**config.mk**
```make
export PLATFORM = sky130hd
export DESIGN_NAME = program_loader_flat
export DESIGN_NICKNAME = d
export VERILOG_FILES = /design/src/rtl/program_loader_if.sv /design/src/rtl/program_loader.sv /design/src/flat_wrapper.sv
export SDC_FILE = /design/constraint.sdc
export NUM_CORES = 1
export LEC_CHECK = 0
export ABC_AREA = 1
export BUFFER_PORTS_ARGS = -buffer_cell sky130_fd_sc_hd__buf_2
export CAP_MARGIN = 20
export CORE_MARGIN = 2
export CORE_UTILIZATION = 50
export DETAILED_ROUTE_END_ITERATION = 16
export HOLD_SLACK_MARGIN = 0.08
export PLACE_DENSITY = 0.73
export SLEW_MARGIN = 5
export SYNTH_ARGS = -nofsm -noshare
export SYNTH_HDL_FRONTEND = slang
export SYNTH_SLANG_ARGS = --single-unit
```
**constraint.sdc**
```tcl
create_clock -name clk -period 2.92 [get_ports clk]
set_input_delay 0.146 -clock clk [delete_from_list [all_inputs] [get_ports clk]]
set_output_delay 0.146 -clock clk [all_outputs]
set_load 0.1 [all_outputs]
```
**src/rtl/program_loader_if.sv**
```systemverilog
// Purpose: bundle of the loader's byte-stream handshake and CPU load-port signals.
// Ports (signals):
//   in_byte/in_valid/in_ready : valid/ready byte stream into the loader
//   start                     : restart pulse from RUN or ERROR
//   inst_data/address         : word and word address presented to the CPU memories
//   write_instruction/write_data : one-cycle memory write strobes
//   cpu_rst/busy/done/error   : CPU reset and loader status
// Modports: slave = loader side, master = stream source / observer side.
interface program_loader_if #(
    parameter int ADDR_W = 10
);
    logic [7:0]        in_byte;
    logic              in_valid;
    logic              in_ready;
    logic              start;
    logic [31:0]       inst_data;
    logic [ADDR_W-1:0] address;
    logic              write_instruction;
    logic              write_data;
    logic              cpu_rst;
    logic              busy;
    logic              done;
    logic              error;

    modport slave (
        input  in_byte, in_valid, start,
        output in_ready, inst_data, address, write_instruction, write_data,
               cpu_rst, busy, done, error
    );

    modport master (
        output in_byte, in_valid, start,
        input  in_ready, inst_data, address, write_instruction, write_data,
               cpu_rst, busy, done, error
    );
endinterface

```
**src/rtl/program_loader.sv**
```systemverilog
// Purpose: byte-stream boot loader. Parses a frame of
//   NI(16b) | NI big-endian words | ND(16b) | ND big-endian words,
// writes instruction words then data words into the CPU memories and holds
// the CPU in reset until the whole image has been written.
// Ports:
//   clk : system clock, posedge
//   rst : asynchronous active-high reset
//   bus : program_loader_if.slave (byte stream in, CPU load port and status out)
module program_loader #(
    parameter int ADDR_W = 10,
    parameter int DEPTH  = 1024
) (
    input  logic             clk,
    input  logic             rst,
    program_loader_if.slave  bus
);
    localparam int CW = ADDR_W + 1;
    localparam logic [15:0] DEPTH16 = 16'(DEPTH);

    typedef enum logic [2:0] {
        HI0 = 3'd0, HI1 = 3'd1, LI = 3'd2, HD0 = 3'd3,
        HD1 = 3'd4, LD = 3'd5, RUN = 3'd6, ERR = 3'd7
    } state_t;

    typedef struct packed {
        logic in_ready;
        logic busy;
        logic done;
        logic error;
        logic cpu_rst;
    } status_t;

    // Status outputs that belong to a state; loaded together with the state register.
    function automatic status_t status_of(input state_t s);
        status_t r;
        case (s)
            RUN:     r = '{in_ready: 1'b0, busy: 1'b0, done: 1'b1, error: 1'b0, cpu_rst: 1'b0};
            ERR:     r = '{in_ready: 1'b0, busy: 1'b0, done: 1'b0, error: 1'b1, cpu_rst: 1'b1};
            default: r = '{in_ready: 1'b1, busy: 1'b1, done: 1'b0, error: 1'b0, cpu_rst: 1'b1};
        endcase
        return r;
    endfunction

    state_t            state_r;
    status_t           status_r;
    logic [7:0]        count_hi_r;
    logic [CW-1:0]     count_r;
    logic [CW-1:0]     word_idx_r;
    logic [1:0]        byte_cnt_r;
    logic [23:0]       shift_r;
    logic [31:0]       inst_data_r;
    logic [ADDR_W-1:0] address_r;
    logic              wr_inst_r;
    logic              wr_data_r;

    logic              take_s;
    logic [15:0]       count_s;
    logic [CW-1:0]     idx_inc_s;
    logic [31:0]       word_s;

    assign take_s    = bus.in_valid & status_r.in_ready;
    assign count_s   = {count_hi_r, bus.in_byte};
    assign idx_inc_s = word_idx_r + CW'(1);
    assign word_s    = {shift_r, bus.in_byte};

    // Loader FSM with all outputs registered.
    always_ff @(posedge clk or posedge rst) begin
        if (rst) begin
            state_r     <= HI0;
            status_r    <= status_of(HI0);
            count_hi_r  <= 8'd0;
            count_r     <= '0;
            word_idx_r  <= '0;
            byte_cnt_r  <= 2'd0;
            shift_r     <= 24'd0;
            inst_data_r <= 32'd0;
            address_r   <= '0;
            wr_inst_r   <= 1'b0;
            wr_data_r   <= 1'b0;
        end else begin
            wr_inst_r <= 1'b0;
            wr_data_r <= 1'b0;
            case (state_r)
                HI0, HD0: begin
                    if (take_s) begin
                        count_hi_r <= bus.in_byte;
                        state_r    <= (state_r == HI0) ? HI1 : HD1;
                        status_r   <= status_of(HI1);
                    end
                end
                HI1, HD1: begin
                    if (take_s) begin
                        if (count_s > DEPTH16) begin
                            state_r  <= ERR;
                            status_r <= status_of(ERR);
                        end else if (count_s == 16'd0) begin
                            // Empty section: skip its load state entirely.
                            state_r  <= (state_r == HI1) ? HD0 : RUN;
                            status_r <= status_of((state_r == HI1) ? HD0 : RUN);
                        end else begin
                            count_r    <= count_s[CW-1:0];
                            word_idx_r <= '0;
                            byte_cnt_r <= 2'd0;
                            state_r    <= (state_r == HI1) ? LI : LD;
                            status_r   <= status_of(LI);
                        end
                    end
                end
                LI, LD: begin
                    if ((state_r == LD) && (word_idx_r == count_r)) begin
                        // Final data strobe is on the outputs this cycle; release the CPU next.
                        state_r  <= RUN;
                        status_r <= status_of(RUN);
                    end else if (take_s) begin
                        if (byte_cnt_r == 2'd3) begin
                            inst_data_r <= word_s;
                            address_r   <= word_idx_r[ADDR_W-1:0];
                            wr_inst_r   <= (state_r == LI);
                            wr_data_r   <= (state_r == LD);
                            word_idx_r  <= idx_inc_s;
                            byte_cnt_r  <= 2'd0;
                            if (idx_inc_s == count_r) begin
                                if (state_r == LI) begin
                                    state_r  <= HD0;
                                    status_r <= status_of(HD0);
                                end else begin
                                    // Image complete: stop accepting while the last strobe is out.
                                    status_r.in_ready <= 1'b0;
                                end
                            end
                        end else begin
                            shift_r    <= {shift_r[15:0], bus.in_byte};
                            byte_cnt_r <= byte_cnt_r + 2'd1;
                        end
                    end
                end
                RUN, ERR: begin
                    if (bus.start) begin
                        state_r    <= HI0;
                        status_r   <= status_of(HI0);
                        count_hi_r <= 8'd0;
                        count_r    <= '0;
                        word_idx_r <= '0;
                        byte_cnt_r <= 2'd0;
                        shift_r    <= 24'd0;
                    end
                end
                default: begin
                    state_r  <= ERR;
                    status_r <= status_of(ERR);
                end
            endcase
        end
    end

    assign bus.in_ready          = status_r.in_ready;
    assign bus.busy              = status_r.busy;
    assign bus.done              = status_r.done;
    assign bus.error             = status_r.error;
    assign bus.cpu_rst           = status_r.cpu_rst;
    assign bus.inst_data         = inst_data_r;
    assign bus.address           = address_r;
    assign bus.write_instruction = wr_inst_r;
    assign bus.write_data        = wr_data_r;
endmodule
```
**src/flat_wrapper.sv**
```systemverilog
// flat-port wrapper written by rule: the top's interface ports become plain ports
module program_loader_flat 
#(
    parameter int ADDR_W = 10,
    parameter int DEPTH  = 1024
)
  (clk, rst, bus_in_byte, bus_in_valid, bus_start, bus_in_ready, bus_inst_data, bus_address, bus_write_instruction, bus_write_data, bus_cpu_rst, bus_busy, bus_done, bus_error);
  program_loader_if #(.ADDR_W(ADDR_W)) bus_i ();
  input  logic clk;
  input  logic rst;
  input wire logic [$bits(bus_i.in_byte)-1:0] bus_in_byte;
  input wire logic [$bits(bus_i.in_valid)-1:0] bus_in_valid;
  input wire logic [$bits(bus_i.start)-1:0] bus_start;
  output wire logic [$bits(bus_i.in_ready)-1:0] bus_in_ready;
  output wire logic [$bits(bus_i.inst_data)-1:0] bus_inst_data;
  output wire logic [$bits(bus_i.address)-1:0] bus_address;
  output wire logic [$bits(bus_i.write_instruction)-1:0] bus_write_instruction;
  output wire logic [$bits(bus_i.write_data)-1:0] bus_write_data;
  output wire logic [$bits(bus_i.cpu_rst)-1:0] bus_cpu_rst;
  output wire logic [$bits(bus_i.busy)-1:0] bus_busy;
  output wire logic [$bits(bus_i.done)-1:0] bus_done;
  output wire logic [$bits(bus_i.error)-1:0] bus_error;
  assign bus_i.in_byte = bus_in_byte;
  assign bus_i.in_valid = bus_in_valid;
  assign bus_i.start = bus_start;
  assign bus_in_ready = bus_i.in_ready;
  assign bus_inst_data = bus_i.inst_data;
  assign bus_address = bus_i.address;
  assign bus_write_instruction = bus_i.write_instruction;
  assign bus_write_data = bus_i.write_data;
  assign bus_cpu_rst = bus_i.cpu_rst;
  assign bus_busy = bus_i.busy;
  assign bus_done = bus_i.done;
  assign bus_error = bus_i.error;
  program_loader #(.ADDR_W(ADDR_W), .DEPTH(DEPTH)) u_core (.clk(clk), .rst(rst), .bus(bus_i));
endmodule
```
# Yosys cells after proc, flatten, opt, wreduce, memory -nomap -nowiden
# Cells that the tools add are included.
[word_totals] reg_bits=108 latchBits=0 ramBits=0 mem_bits_ro=0 out_inout_bits=49 n_memories=0
[classes] addsub=2 mul=0 n_div=0 n_lt_le_gt_ge=1 eq_ne=25 n_shift=0 muxes=63 n_bitwise=2 reduce_logical=19
[ops] cell="11-bit 2-to-1 mux" count=10
[ops] cell="24-bit 2-to-1 mux" count=4
[ops] cell="24-bit case mux with 2 select lines" count=1
[ops] cell="5-bit 2-to-1 mux" count=9
[ops] cell="3-bit 2-to-1 mux" count=13
[ops] cell="11-bit case mux with 3 select lines" count=1
[ops] cell="11-bit == test" count=2
[ops] cell="11-bit case mux with 2 select lines" count=1
[ops] cell="5-bit case mux with 4 select lines" count=1
[ops] cell="3-bit == test (second input constant)" count=6
[ops] cell="16-bit by 11-bit greater-than comparator with 1-bit output (second input constant)" count=1
[ops] cell="16-bit zero test" count=1
[ops] cell="8-bit 2-to-1 mux" count=2
[ops] cell="8-bit case mux with 2 select lines" count=1
[ops] cell="2-bit 2-to-1 mux" count=7
[ops] cell="7-bit AND reduction" count=2
[ops] cell="3-bit by 1-bit inequality test with 1-bit output (second input constant)" count=4
[ops] cell="3-bit case mux with 4 select lines" count=1
[ops] cell="11-bit by 1-bit adder with 11-bit output (second input constant)" count=1
[ops] cell="2-bit inequality test (second input constant)" count=5
[ops] cell="5-bit case mux with 2 select lines" count=1
[ops] cell="5-bit AND reduction" count=2
[ops] cell="1-bit 2-to-1 mux" count=9
[ops] cell="2-bit by 1-bit inequality test with 1-bit output (second input constant)" count=4
[ops] cell="17 further kinds" count=23

# Depth between registers and ports, before layout
[depth] ltp_word=8 depth_mapped=14 ltp_nobuf=14

# Worst setup path after synthesis
# No wires, ideal clock.
[synth_path] kind="reg-to-reg" startpoint="reg, netlist name u_core.bus.in_ready" endpoint="reg u_core.status_r, in the netlist u_core.bus.done" t_arrival_ps=2048 t_required_ps=2798 path_slack_ps=750 stages_incl_launch_ff=10 synth_period_minus_slack_ps=2170 path_cell_list="dfstp_2 nand2_1 nor2_1 inv_1 nand3_1 inv_1 nor2_4 nand3_4 nand2_1 nand2_1"
[synth_between] elab_chain_cells=3
[synth_rtl] element="1-bit AND (*)" line_no="program_loader.sv:61" rtl="assign take_s = bus.in_valid & status_r.in_ready;"
[synth_rtl] element="3-bit by 1-bit inequality test with 1-bit output (no line) or 2-bit by 1-bit inequality test with 1-bit output (tied branches)"
[synth_rtl] element="7-bit AND reduction (no line) (*)"
[synth_rtl] element="end signal, assigned" line_no="program_loader.sv:70" rtl="status_r <= status_of(HI0);"
[synth_rtl] element="end signal, assigned" line_no="program_loader.sv:88" rtl="status_r <= status_of(HI1);"
[synth_rtl] element="end signal, assigned" line_no="program_loader.sv:95" rtl="status_r <= status_of(ERR);"
[synth_rtl] element="end, declared" line_no="program_loader.sv:45" rtl="status_t status_r;"
# Every way passes the cells marked *; elsewhere a longest branch is shown, timed or not.
# A chain may end at the register's enable or synchronous reset.

# Worst setup path in the final report
[layout_path] startpoint="in bus_in_byte[0]" endpoint="reg u_core.count_r[10]"
[layout_between] elab_chain_cells=3
[layout_rtl] element="start, declared" line_no="flat_wrapper.sv:11" rtl="input wire logic [$bits(bus_i.in_byte)-1:0] bus_in_byte;"
[layout_rtl] element="16-bit by 11-bit greater-than comparator with 1-bit output or 16-bit zero test (tied branches)" line_no="program_loader.sv:93, program_loader.sv:96"
[layout_rtl] element="2-bit inequality test (no line)"
[layout_rtl] element="5-bit AND reduction (no line) (*)"
[layout_rtl] element="end signal, assigned" line_no="program_loader.sv:101" rtl="count_r <= count_s[CW-1:0];"
[layout_rtl] element="end, declared" line_no="program_loader.sv:47" rtl="logic [CW-1:0] count_r;"
# Marks and branches as above.

==> summary.md <==
| Metric | Value |
|---|---|
| Met3 GRT Util | `2.736%` |
| Lkg Pwr | `3.131 nW` |
| CTS Sinks | `roughly 110` |
| Worst Path Required | `3.20 ns` |
| Ys Warns | `0` |
| Status | `completed` |
| Clock share of power | `36.8%` |
| Finished layout cell area | `5981 um2` |
| CTS buffer count | `9` |
| Critical path peak fanout | `22` |
| Area of the multi-input gates | `2188 um2` |
| DRT Pass-1 Iters | `6` |
| Sequential area share after synthesis | `between 50% and 60%` |
| Power Density | `416.7 nW/um2` |
| Final weighted congestion in routability-driven placement | `0.8797` |
| Vias in the first global route | `4,255` |
| Final min period | `approximately 2.2 ns` |
| Fraction of layout cells with a size suffix above 1 | `17.79%` |
| FF+latch count, synth | `108` |
| Clock Tree Buf Depth | `2` |
| ANT nets after route | `0` |
| Busiest metal layer after global routing | `met2` |
| CP dominant cell by count | `nand2_1` |
| Reg2Reg Depth | `12` |
| Final cycle utilization of the critical path | `75.46%` |
| Worst Setup Start Kind | `input port` |
| FILL cells | `around 950` |
| Max Clock Freq | `between 0.4 and 0.5 GHz` |
| Net switching fraction of the power | `a little under a quarter` |
| Post-synthesis cell area | `5321 um2` |
| Die height | `107.2 um` |
| Area share of the largest cell type after synthesis | `49.38%` |
| Pin count of the biggest net entering global routing | `49` |
| Combinational power share | `3.1%` |
| Seq pwr share | `60.1%` |
| Area contributors post-synth | `dfrtp_1 49%, nand2_1 15%, nand3_1 5.2%, o21ai_0 4.8%, inv_1 4.4%` |
| WP data arrival | `2.49 ns` |
| Clock root buffer | `clkbuf_8` |
| Flop2flop setup slack | `between 0.7 and 0.8 ns` |
| Initial core utilization | `51.55%` |
| Top cell type by total area after synthesis | `dfrtp_1` |
| Core Rows | `37` |
| Max-slew headroom | `48.23%` |
| Die area | `11,480 um2` |
| CP endpoint kind | `flop` |
| Setup violators final | `0` |
| Hold Startpoint | `bus_in_valid` |
| Area Overhead vs Synth | `12.39%` |
| Drt via density | `5.205` |
| Reg-to-reg startpoint | `u_core.word_idx_r[5]$_DFFE_PP0P_` |
| Pins Over Slew Limit | `0` |
| Power consumption | `0.002492 W` |
| Psw | `0.0005728 W` |
| Gr ovfl total | `0` |
| Max-cap violations | `0` |
| Post-route DRC | `0` |
| TritonCTS clock tree | `built` |
| Setup Crit Path Kind | `in -> reg` |
| N_diodes | `0` |
| Port Buf Inserts | `60` |
| Met2 GRT Util | `about a third` |
| Top-count cell post-synth | `nand2_1` |
| H-tree lvl count | `3` |
| First-pass GRT wire length | `20,330 um` |
| Wire length per cell | `13.70 um` |
| Crit-path max cell delay | `around 0.53 ns` |
| Synth Instances | `650` |
| Clock skew | `between 0.01 and 0.015 ns` |
| Post-Syn Nets | `roughly 670` |
| Met1 Track Usage GR | `around a third` |
| CP Cell Sequence | `dlygate4sd3_1, buf_2, nor2_1, nand3_1, nor2_1, nand2_1, nand2_1, nand2_1, nand2_1, nand2_1, o31ai_1` |
| CP max-delay cell | `dlygate4sd3_1` |
| Pint | `0.001919 W` |
| 1st-iter DRT viols | `approximately 260` |
| Number of nets in the layout | `727` |
| Hold WC Path Type | `in -> reg` |
| Syn Area/Cell | `8.187 um2` |
| Die X | `approximately 110 um` |
| Peak supply drop | `0.2833 mV` |
| Worst r2r dst | `u_core.bus.inst_data[3]$_DFFE_PP0P_` |
| Ys async rst share | `100.0%` |
| Area post-placement | `5700 um2` |
| IO Count | `61` |
| Hpwl dp | `8517 um` |
| Clock latency on the worst-skew pair | `0.38 ns` |
| Wirelength, routed | `11,640 um` |
| WHS | `about 0.33 ns` |
| Clock-pin slew on the worst setup and hold paths | `0.10 ns` |
| Initial antenna violation count | `0` |
| Slew @ Worst Pin | `a little under 0.8 ns` |
| Main synth FF type | `dfrtp_1` |
| Via count | `4,424` |
| Post-synthesis cell type count | `35` |
| Core ar. | `about 10,000 um2` |
| GRT Total Usage | `about 22%` |
| Worst Hold End | `u_core.bus.write_instruction$_DFF_PP0_` |
| Final Hold Fails | `0` |
| Number of flops mapped to enable cells by yosys | `0` |
| Unrepaired setup endpoints after global routing | `no` |
| Fin Setup TNS | `0 ns` |
| Reg area | `2706 um2` |
| Post-CTS sizing | `0` |
| Post-synth top cells | `214 x nand2_1, 105 x dfrtp_1, 63 x inv_1, 55 x nand3_1, 51 x o21ai_0` |
| Hold Path Depth | `5` |
-- final cells by class --
cell class              count  share of cell area (%)
flip-flops and latches    108                   45.25
inverters                  71                   4.561
clock buffers              10                   2.134
multi-input cells         446                   36.59
repair buffers             74                   7.573
clock inverters             5                   1.046
well taps                 136                   2.845
-- state kept, by name, indices dropped and copies added, names as in the netlist --
| register | cells |
|---|---|
| u_core.bus.inst_data | 32 |
| u_core.shift_r | 24 |
| u_core.count_r | 11 |
| u_core.word_idx_r | 11 |
| u_core.bus.address | 10 |
| u_core.count_hi_r | 8 |
| u_core.state_r | 3 |
| u_core.byte_cnt_r | 2 |
| u_core.bus.busy | 1 |
| u_core.bus.cpu_rst | 1 |
| u_core.bus.done | 1 |
| u_core.bus.error | 1 |
| u_core.bus.in_ready | 1 |
| u_core.bus.write_data | 1 |
| u_core.bus.write_instruction | 1 |
-- routing by layer --
metal	vias up	wire length (um)	part of all wire (%)
li1	2191	-	-
met1	2097	5466	47
met2	120	5455	47
met3	16	518	4.4
met4	0	202	1.7
met5	-	0	0
-- power groups by stage --
stage,sequential (W),combinational (W),clock [W]
floorplan,0.00153,0.0000398,0
CTS,0.00150,0.0000801,0.000936
global route,0.00150,0.0000901,0.000995
detailed placement,0.00153,0.0000708,0
finish,0.00150,0.0000767,0.000917
global placement,0.00153,0.0000696,0
-- cells by family (layout without fill, tap and decap cells) --
kind of cell | Yosys count | count (layout) | share of synthesized area (%)
AND/OR/NAND/NOR | 337 | 337 | 28.43
flip-flops | 108 | 108 | 50.86
adder cells (fa/ha/maj) | 5 | 5 | 1.176
buffers and inverters | 96 | 160 | 8.018
XOR/XNOR | 10 | 10 | 1.787
AO/OA/AOI/OAI | 94 | 94 | 9.734
-- how the worst max path moves through the flow --
stage,start,end
after detailed placement,u_core.word_idx_r[5]$_DFFE_PP0P_,u_core.bus.inst_data[3]$_DFFE_PP0P_
after floorplan,u_core.bus.in_ready$_DFFE_PP1P_,u_core.bus.done$_DFFE_PP0P_
after global routing,bus_in_byte[0],u_core.count_r[10]$_DFFE_PP0P_
after CTS,bus_in_byte[0],u_core.count_r[10]$_DFFE_PP0P_
final,bus_in_byte[0],u_core.count_r[10]$_DFFE_PP0P_
after global placement,u_core.state_r[1]$_DFFE_PP0P_,u_core.shift_r[12]$_DFFE_PP0P_
-- cell usage in the layout, fill, tap and decap left out, drive strengths merged --
cell         count
nand3           60
o31ai            1
a21oi            4
o21ai           89
xnor2            4
bufinv           1
dfstp            3
nor2            35
ha               5
inv             70
clkbuf          10
buf             65
nand2          227
nor3             2
nand3b           2
clkinvlp         2
dlygate4sd3      9
clkinv           3
xor2             6
dfrtp          105
and3             1
nand4           10
-- critical path, delay by kind of cell --
| family | cells | cell delay, ns |
|---|---|---|
| and+or+nand+nor | 8 | 1.34 |
| buffers and inverters | 2 | 0.67 |
| AOI/OAI and AO/OA | 1 | 0.34 |
-- timing repair --
action	in CTS	in global routing
endpoints found under the hold margin	42	0
hold buffers	9	0
setup buffers	0	0
-- stage by stage --
| stage | utilization (%) | cells | setup WS, ns |
|---|---|---|---|
| 6_report | 57.93 | 850 | 0.7165 |
| 5_1_grt | 57.93 | 850 | 0.5225 |
| 4_1_cts | 57.93 | 850 | 0.7659 |
| 3_5_place_dp | 55.22 | 826 | 0.7989 |
| 3_3_place_gp | 55.22 | 826 | 0.8663 |
| 2_1_floorplan | - | 650 | 0.7503 |
Power figures use the tool's default switching activity.
